File: src/rtl/serial_adder_pkg.sv
// Shared types and helpers for the digit-serial adder/subtractor.
package serial_adder_pkg;

  typedef enum logic [1:0] {
    S_IDLE = 2'd0,
    S_RUN  = 2'd1,
    S_DONE = 2'd2
  } sa_state_t;

  // Digit counter width; at least one bit even for a single-step configuration.
  function automatic int unsigned cnt_width(input int unsigned ndig);
    return (ndig > 1) ? $clog2(ndig) : 1;
  endfunction

endpackage

File: src/rtl/serial_digit_adder.sv
// One DIGIT-bit ripple adder slice; also exposes the carry into its top bit for overflow.
module serial_digit_adder #(
  parameter int unsigned DIGIT = 1
) (
  input  logic [DIGIT-1:0] a,
  input  logic [DIGIT-1:0] b,
  input  logic             cin,
  output logic [DIGIT-1:0] sum,
  output logic             cout,
  output logic             c_msb
);

  logic carry;

  always_comb begin
    carry = cin;
    sum   = '0;
    c_msb = cin;
    for (int i = 0; i < int'(DIGIT); i++) begin
      if (i == int'(DIGIT) - 1) c_msb = carry;
      sum[i] = a[i] ^ b[i] ^ carry;
      carry  = (a[i] & b[i]) | (carry & (a[i] ^ b[i]));
    end
    cout = carry;
  end

endmodule

File: src/rtl/serial_addsub_n.sv
// Digit-serial adder/subtractor: WIDTH-bit operands processed DIGIT bits per clock, LSB first.
module serial_addsub_n
  import serial_adder_pkg::*;
#(
  parameter int unsigned WIDTH = 8,
  parameter int unsigned DIGIT = 1
) (
  input  logic             clk,
  input  logic             rst_n,
  input  logic             start,
  input  logic             sub,
  input  logic [WIDTH-1:0] operand_a,
  input  logic [WIDTH-1:0] operand_b,
  output logic             busy,
  output logic             done,
  output logic [WIDTH-1:0] result,
  output logic             carry_out,
  output logic             overflow
);

  localparam int unsigned NDIG = WIDTH / DIGIT;
  localparam int unsigned CW   = cnt_width(NDIG);

  if (WIDTH < 2 || DIGIT < 1 || DIGIT > WIDTH || (WIDTH % DIGIT) != 0) begin : g_param_err
    $error("serial_addsub_n: illegal WIDTH/DIGIT combination");
  end

  sa_state_t        state_q, state_d;
  logic [WIDTH-1:0] a_q, a_d;
  logic [WIDTH-1:0] b_q, b_d;
  logic [WIDTH-1:0] acc_q, acc_d;
  logic             carry_q, carry_d;
  logic [CW-1:0]    cnt_q, cnt_d;
  logic [WIDTH-1:0] result_q, result_d;
  logic             carry_out_q, carry_out_d;
  logic             overflow_q, overflow_d;
  logic             busy_q, busy_d;
  logic             done_q, done_d;

  logic [DIGIT-1:0] slice_sum;
  logic             slice_cout;
  logic             slice_cmsb;
  logic [WIDTH-1:0] acc_next;

  serial_digit_adder #(.DIGIT(DIGIT)) u_slice (
    .a     (a_q[DIGIT-1:0]),
    .b     (b_q[DIGIT-1:0]),
    .cin   (carry_q),
    .sum   (slice_sum),
    .cout  (slice_cout),
    .c_msb (slice_cmsb)
  );

  // New digit enters the accumulator at the MSB end so the LSB digit lands at bit 0 after NDIG steps.
  assign acc_next = (acc_q >> DIGIT) | (WIDTH'(slice_sum) << (WIDTH - DIGIT));

  always_comb begin
    state_d     = state_q;
    a_d         = a_q;
    b_d         = b_q;
    acc_d       = acc_q;
    carry_d     = carry_q;
    cnt_d       = cnt_q;
    result_d    = result_q;
    carry_out_d = carry_out_q;
    overflow_d  = overflow_q;
    busy_d      = 1'b0;
    done_d      = 1'b0;

    case (state_q)
      S_IDLE, S_DONE: begin
        state_d = S_IDLE;
        if (start) begin
          state_d = S_RUN;
          a_d     = operand_a;
          b_d     = operand_b ^ {WIDTH{sub}};
          carry_d = sub;
          cnt_d   = '0;
          busy_d  = 1'b1;
        end
      end
      S_RUN: begin
        a_d     = a_q >> DIGIT;
        b_d     = b_q >> DIGIT;
        acc_d   = acc_next;
        carry_d = slice_cout;
        cnt_d   = cnt_q + CW'(1);
        if (cnt_q == CW'(NDIG - 1)) begin
          state_d     = S_DONE;
          done_d      = 1'b1;
          result_d    = acc_next;
          carry_out_d = slice_cout;
          overflow_d  = slice_cmsb ^ slice_cout;
        end else begin
          busy_d = 1'b1;
        end
      end
      default: state_d = S_IDLE;
    endcase
  end

  always_ff @(posedge clk or negedge rst_n) begin
    if (!rst_n) begin
      state_q     <= S_IDLE;
      a_q         <= '0;
      b_q         <= '0;
      acc_q       <= '0;
      carry_q     <= 1'b0;
      cnt_q       <= '0;
      result_q    <= '0;
      carry_out_q <= 1'b0;
      overflow_q  <= 1'b0;
      busy_q      <= 1'b0;
      done_q      <= 1'b0;
    end else begin
      state_q     <= state_d;
      a_q         <= a_d;
      b_q         <= b_d;
      acc_q       <= acc_d;
      carry_q     <= carry_d;
      cnt_q       <= cnt_d;
      result_q    <= result_d;
      carry_out_q <= carry_out_d;
      overflow_q  <= overflow_d;
      busy_q      <= busy_d;
      done_q      <= done_d;
    end
  end

  assign busy      = busy_q;
  assign done      = done_q;
  assign result    = result_q;
  assign carry_out = carry_out_q;
  assign overflow  = overflow_q;

endmodule

File: config.mk
export PLATFORM = sky130hd
export DESIGN_NAME = serial_addsub_n
export DESIGN_NICKNAME = d
export VERILOG_FILES = /design/src/rtl/serial_adder_pkg.sv /design/src/rtl/serial_digit_adder.sv /design/src/rtl/serial_addsub_n.sv
export SDC_FILE = /design/constraint.sdc
export NUM_CORES = 1
export LEC_CHECK = 0
export ABC_AREA = 1
export CORE_MARGIN = 2
export CORE_UTILIZATION = 40
export CTS_BUF_LIST = sky130_fd_sc_hd__clkbuf_8
export CTS_CLUSTER_SIZE = 16
export DETAILED_ROUTE_END_ITERATION = 8
export PLACE_DENSITY_LB_ADDON = 0.05
export SYNTH_ARGS = -nofsm -noshare
export SYNTH_HDL_FRONTEND = slang
export SYNTH_SLANG_ARGS = --single-unit
File: constraint.sdc
create_clock -name clk -period 1.8 [get_ports clk]
set_input_delay 0.45 -clock clk [delete_from_list [all_inputs] [get_ports clk]]
set_output_delay 0.45 -clock clk [all_outputs]
set_load 0.05 [all_outputs]
# Word level (Yosys, flattened, before mapping)
# Index checks and enable logic that the tools add are counted.
[totals] ff_bits=42 in_bits=20 out_inout_bits=12
[classes] n_addsub=1 n_eq_ne=5 mux=16 n_bitwise=8 n_reduce_logical=5
[ops] cell="case mux 8 bit (2 select lines)" count=2
[ops] cell="two-way mux 8 bit" count=2
[ops] cell="bitwise OR 7 x 8 -> 8 bit" count=1
[ops] cell="XOR 8 bit" count=1
[ops] cell="two-way mux 1 bit" count=6
[ops] cell="case mux 3 bit (2 select lines)" count=1
[ops] cell="!= test 2 bit, second input constant" count=2
[ops] cell="case mux 1 bit (2 select lines)" count=2
[ops] cell="case mux 2 bit (2 select lines)" count=1
[ops] cell="AND reduction 2 bit" count=2
[ops] cell="adder 3 x 1 -> 3 bit, second input constant" count=1
[ops] cell="equality test 3 bit, second input constant" count=1
[ops] cell="two-way mux 3 bit" count=1
[ops] cell="XOR 1 bit" count=3
[ops] cell="bitwise AND 1 bit" count=2
[ops] cell="equality test 2 x 1 -> 1 bit, second input constant" count=1
[ops] cell="equality test 2 bit, second input constant" count=1
[ops] cell="zero test 2 bit" count=1
[ops] cell="two-way mux 2 bit" count=1
[ops] cell="nonzero test 2 bit" count=1
[ops] cell="OR reduction 2 bit" count=1
[ops] cell="bitwise OR 1 bit" count=1

# Logic depth before layout (Yosys ltp)
# Gate-level depths: netlist (run 1).
[logic_depth] word_depth=4 depth_mapped=7 depth_no_buf=6

# By module
# Synthesis (run 1) repeated with hierarchy kept, for this count alone.
[unflattened] hier_cells=232 hier_area_um2=1879.3
[by_module_without_submodules] mod="serial_addsub_n" instances=1 cells_per_inst=230 area_per_inst_um2=1851.8 seq_area_each_um2=1026.0
[by_module_without_submodules] mod="serial_digit_adder" instances=1 cells_per_inst=2 area_per_inst_um2=27.5 seq_area_each_um2=0.0

# Worst setup path before layout (run 1)
# No wires, ideal clock.
[synth_path] path_type="register to register" startpoint="register cnt_q[0]" endpoint="register carry_out_q, in the netlist carry_out" t_arrival_ns=1.135 required_ns=1.682 slack_ns=0.548 path_stages_with_launch=8 synth_period_minus_slack_ns=1.252 cell_sequence="dfrtp_1 > ha_1 > ha_1 > inv_1 > nor2_1 > buf_4 > nand2_1 > nand2_1"
[synth_via] elab_chain_len=2
[synth_rtl] item="start, declared" line="serial_addsub_n.sv:33" text="logic [CW-1:0] cnt_q, cnt_d;"
[synth_rtl] item="start signal, assigned" line="serial_addsub_n.sv:121" text="cnt_q <= cnt_d;"
[synth_rtl] item="equality test 3 bit" line="serial_addsub_n.sv:88" text="if (cnt_q == CW'(NDIG - 1)) begin"
[synth_rtl] item="AND reduction 2 bit (no source line)"
[synth_rtl] item="end signal, assigned" line="serial_addsub_n.sv:123" text="carry_out_q <= carry_out_d;"
[synth_rtl] item="end, declared" line="serial_addsub_n.sv:35" text="logic carry_out_q, carry_out_d;"
# Every way passes these cells.
# A chain may end at the register's enable or synchronous reset.

# Worst setup path in the final report (run 1)
# Ends and elaborated chain as after synthesis.

==> impl_metrics.toml, run 1 <==
[run_status]
status = "complete, no violations"

[clocking]
post_cts_buffers = 0
cts-htree-levels = 2
postCtsResizedCells = 0
numClockSinks = 41
clockBufferDepth = 2
clk_root_buffer_cell = "clkbuf_8"
cts.clk_slew.worst_paths_ps = 80
hold_buffers = 0
cts_inserted_buffers = 5
clkLatencyLatePin_ps = 290
cts_tree = "yes"

[detailed_routing]
vias = 1508
drtPass1Iterations = 4
post_drt_wl_per_cell_um = 10.8
dr.first_iter.drc_count = 99
drtAntennaViolNets = 0
drt-total-wl_mm = 3.51
viasPerCell = 4.65
drc = 0

[global_route]
antenna_found_initial = 0
grt_overflow = 0
grt_pass1_vias = 1379
grtUsageTotal = 0.153
grt_max_degree = 42
grt_pass1_wl_mm = 6.25

[floorplanning]
rows = 24
die-area_um2 = 5230
die_h_um = 72.3
dieWidth_um = 72.3
core-area_um2 = 4410
ios = 32
initial_core_util = 0.423

[placement]
dp_slack_ps = 146
hpwlAfterDp_mm = 2.50
port_buffers = 31
gp_congestion = 0.741
place_inst = 316

[synth]
yosysWarnings = 0
synthTopCellsByArea = "dfrtp_1, nand2_1, nand3_1, inv_1, o21ai_0"
synthArstFlopShare = 1.00
syn_nets = 254
synth_edf_count = 0
synthesis.area_um2 = 1870
ys_ff_latch = 41
synth_cell_types = 17
ys_seq_area_frac = 0.550
avgSynthCellArea_um2 = 8.08
synth_cells = 231
synthFlopType = "dfrtp_1"
netlist.area_leader.share = 0.550
yosysTopAreaCell = "dfrtp_1"

[sta]
setup_viol = 0
setup_tns_ps = 0
final_hold_viol_count = 0
max_slew_margin = 0.666
finalClockSkew_ps = 8.29
max_freq_mhz = 703
rsz0062_at_grt = "no"
fin_crit_sh = 0.790
maxSlewViolCount = 0
worst_pin_slew_ps = 501
fin_ws_ps = 378
period_minus_slack_ps = 1420

[critical_path]
startpoint_type = "flip-flop"
critPathRequiredTime_ps = 2030
reg2reg_slack_ps = 380
path_class = "flip-flop to flip-flop"
arrival_ps = 1660
crit_path_max_fanout = 11
cp-end-kind = "flip-flop"

[power_and_ir_drop]
p_per_area_nw_per_um2 = 1770
leakage_nw = 1.27
peakVddDrop_mv = 0.597

[worst_hold_path]
hold_class = "primary input to asynchronous set/reset pin"

[flow_run]
cap_viol_max_count = 0

[layout]
finalNetCount = 294
final_common_cell = "nand2_1"
instances_no_fill = 324
fill_cells = 445
area_growth_syn_to_layout_pct = 26.0
drive_gt1_frac = 0.132
final_cell_mix = "nand2_1, dfrtp_1, nand3_1, inv_1, buf_4"
diodes = 0
==> power by group <==
part	total [mW]	leakage [nW]	switching (mW)	internal (mW)
registers	1.56	0.516	0.229	1.34
clock network	0.749	0.0626	0.303	0.446
logic	1.84	0.689	1.19	0.658
total	4.16	1.27	1.72	2.44
==> sequential cells by signal, indices dropped and copies added, names as in the netlist <==
| signal | flops |
|---|---|
| carry_q | 1 |
| acc_q | 7 |
| overflow | 1 |
| result | 8 |
| cnt_q | 3 |
| state_q | 2 |
| busy | 1 |
| done | 1 |
| carry_out | 1 |
| a_q | 8 |
| b_q | 8 |
==> through the flow <==
| step | power, mW | area (um2) | hold slack (ps) | util |
|---|---|---|---|---|
| global placement | 3.44 | 2230 | 450 | 0.506 |
| detailed placement | 3.45 | 2230 | 451 | 0.506 |
| floorplan | 2.91 | 1870 | 154 | - |
| global route | 4.52 | 2350 | 253 | 0.533 |
| finish | 4.16 | 2350 | 211 | 0.533 |
| CTS | 4.23 | 2350 | 219 | 0.532 |
==> routing by layer <==
metal | part of all wire | GRT usage | up-vias
met5 | 0 | 0 | -
met4 | 0.017 | 0.0629 | 0
met3 | 0.046 | 0.0292 | 7
met2 | 0.45 | 0.239 | 33
met1 | 0.48 | 0.210 | 677
li1 | - | - | 791
==> cells by family after synthesis <==
family,share of synthesized area
xor+xnor,0.00469
simple gates,0.323
buf+inv,0.0744
fa+ha+maj,0.0241
compound gates,0.0241
flops,0.550
==> final cells by class <==
class                      instances  area [um2]  area share
tap                               52        65.1      0.0277
multi-input combinational        158         704       0.299
clock buffer                       6        82.6      0.0351
inverter                          24        90.1      0.0383
clock inverter                     2        33.8      0.0144
timing repair buffer              41         350       0.149
sequential                        41        1030       0.436
==> Yosys cell counts, types with 2 or more instances <==
| master | number |
|---|---|
| nand2_1 | 99 |
| dfrtp_1 | 41 |
| nand3_1 | 37 |
| inv_1 | 22 |
| o21ai_0 | 8 |
| nor2_1 | 6 |
| buf_4 | 4 |
| buf_2 | 3 |
| ha_1 | 2 |
| inv_2 | 2 |
==> worst max-delay path, cell delays in order, from the launching register on <==
cell	delay (ps)
dfrtp_1	390
ha_1	160
ha_1	210
inv_1	80
nor2_2	350
nand2_1	100
nand2_1	70
==> final timing paths <==
kind                                         end            startpoint  depth (start not counted)
min in group clk           result[4]$_DFFE_PN0P_  acc_q[5]$_DFFE_PN0N_                          2
setup / recovery           carry_out$_DFFE_PN0P_  cnt_q[0]$_DFFE_PN0P_                          6
hold / removal             result[1]$_DFFE_PN0P_                 rst_n                          2
max in group asynchronous     b_q[7]$_DFFE_PN0P_                 rst_n                          2
hold reg to reg            result[4]$_DFFE_PN0P_  acc_q[5]$_DFFE_PN0N_                          2
setup reg to reg           carry_out$_DFFE_PN0P_  cnt_q[0]$_DFFE_PN0P_                          6
Note: power is estimated with default switching activity, not from simulation.
==> run 2, diff against run 1 <==
clock period = 1.45 ns   (was 1.8 ns; I/O delays follow)
==> impl_metrics.toml, run 2 (synthesized netlist as in run 1, its figures left out) <==
[run_status]
status = "complete, no violations"

[sta]
finalClockSkew_ps = 9.05
final_hold_viol_count = 0
fin_ws_ps = 158
worst_pin_slew_ps = 272
period_minus_slack_ps = 1290
setup_viol = 0
max_freq_mhz = 774
maxSlewViolCount = 0
max_slew_margin = 0.819
rsz0062_at_grt = "no"
fin_crit_sh = 0.891

[clocking]
cts_inserted_buffers = 5
post_cts_buffers = 0
cts.clk_slew.worst_paths_ps = 80
clockBufferDepth = 2
cts-htree-levels = 2
cts_tree = "yes"
clk_root_buffer_cell = "clkbuf_8"
numClockSinks = 41
hold_buffers = 0
clkLatencyLatePin_ps = 290
postCtsResizedCells = 1

[worst_hold_path]
hold_class = "primary input to asynchronous set/reset pin"

[detailed_routing]
drtAntennaViolNets = 0
drtPass1Iterations = 4
vias = 1541
viasPerCell = 4.66
dr.first_iter.drc_count = 98
post_drt_wl_per_cell_um = 10.9
drc = 0
drt-total-wl_mm = 3.60

[floorplanning]
ios = 32
die-area_um2 = 5230
die_h_um = 72.3
rows = 24
dieWidth_um = 72.3
initial_core_util = 0.423
core-area_um2 = 4410

[global_route]
antenna_found_initial = 0
grt_pass1_vias = 1408
grtUsageTotal = 0.165
grt_max_degree = 42
grt_pass1_wl_mm = 6.65
grt_overflow = 0

[placement]
gp_congestion = 0.755
hpwlAfterDp_mm = 2.55
dp_slack_ps = -85.4
port_buffers = 31
place_inst = 324
placed_cell_area_um2 = 2470

[power_and_ir_drop]
power.total_mw = 5.73
leakage_nw = 1.35
p_per_area_nw_per_um2 = 2220
peakVddDrop_mv = 0.885

[critical_path]
critPathRequiredTime_ps = 1680
reg2reg_to = "result[7]$_DFFE_PN0P_"
r2r_cells = 6
path_class = "flip-flop to flip-flop"
rr_startpoint = "cnt_q[0]$_DFFE_PN0P_"
startpoint_type = "flip-flop"
reg2reg_slack_ps = 160
arrival_ps = 1520
cp-end-kind = "flip-flop"
crit_path_max_fanout = 10

[layout]
finalInstanceArea_um2 = 2580
final_common_cell = "nand2_1"
finalNetCount = 302
drive_gt1_frac = 0.158
area_growth_syn_to_layout_pct = 38.2
fin_util = 0.584
final_cell_mix = "nand2_1, dfrtp_1, nand3_1, inv_1, clkdlybuf4s50_1"
instances_no_fill = 331
diodes = 0

[flow_run]
cap_viol_max_count = 0
## run 2: cell types whose count changed in the layout (fill, tap and decap cells not counted), sizes merged
cell / change
clkinv: +1
buf: +8
inv: -1
clkbuf: -1
## run 2: report_power, final
group	internal, mW	total, mW	switching, mW	leakage, nW
Sequential	1.66	2.03	0.375	0.516
Combinational	1.31	2.82	1.51	0.780
Clock	0.500	0.874	0.373	0.0540
Total	3.47	5.73	2.26	1.35
## run 2: critical path, stage by stage (launching register included)
cell	delay [ps]
dfrtp_1	380
ha_1	200
ha_1	180
buf_4	150
nand2_2	180
nand2_1	80
nand2_1	80
## run 2: cell type report
class                           instances  area [um2]
Fill cell                             412        1830
Tap cell                               52        65.1
Clock inverter                          2        35.0
Clock buffer                            5        68.8
Timing Repair Buffer                   49         586
Inverter                               24        90.1
Multi-Input combinational cell        158         709
Sequential cell                        41        1030
## run 2: worst max path at each step
| stage | from | end | slack [ps] | cells past startpoint |
|---|---|---|---|---|
| final | cnt_q[0]$_DFFE_PN0P_ | result[7]$_DFFE_PN0P_ | 160 | 6 |
| after global routing | cnt_q[0]$_DFFE_PN0P_ | overflow$_DFFE_PN0P_ | 10 | 6 |
| after CTS | cnt_q[1]$_DFFE_PN0P_ | result[5]$_DFFE_PN0P_ | 110 | 6 |
| after detailed placement | cnt_q[1]$_DFFE_PN0P_ | result[5]$_DFFE_PN0P_ | -90 | 6 |
| after global placement | start | a_q[5]$_DFFE_PN0P_ | -60 | 7 |
| after floorplan | cnt_q[0]$_DFFE_PN0P_ | carry_out$_DFFE_PN0P_ | 200 | 7 |
## run 2: per-stage QoR
stage / hold slack [ps] / setup TNS (ps)
5_1_grt: 36.6 / 0
3_3_place_gp: 356 / -1010
4_1_cts: 33.8 / 0
2_1_floorplan: 66.9 / 0
6_report: 33.3 / 0
3_5_place_dp: 349 / -1210
## run 2: metal layers
| layer | share of wire | track usage | vias to the layer above |
|---|---|---|---|
| met5 | 0 | 0 | - |
| met4 | 0.012 | 0.0503 | 0 |
| met3 | 0.041 | 0.0500 | 4 |
| met2 | 0.47 | 0.254 | 31 |
| met1 | 0.48 | 0.227 | 694 |
| li1 | - | - | 812 |
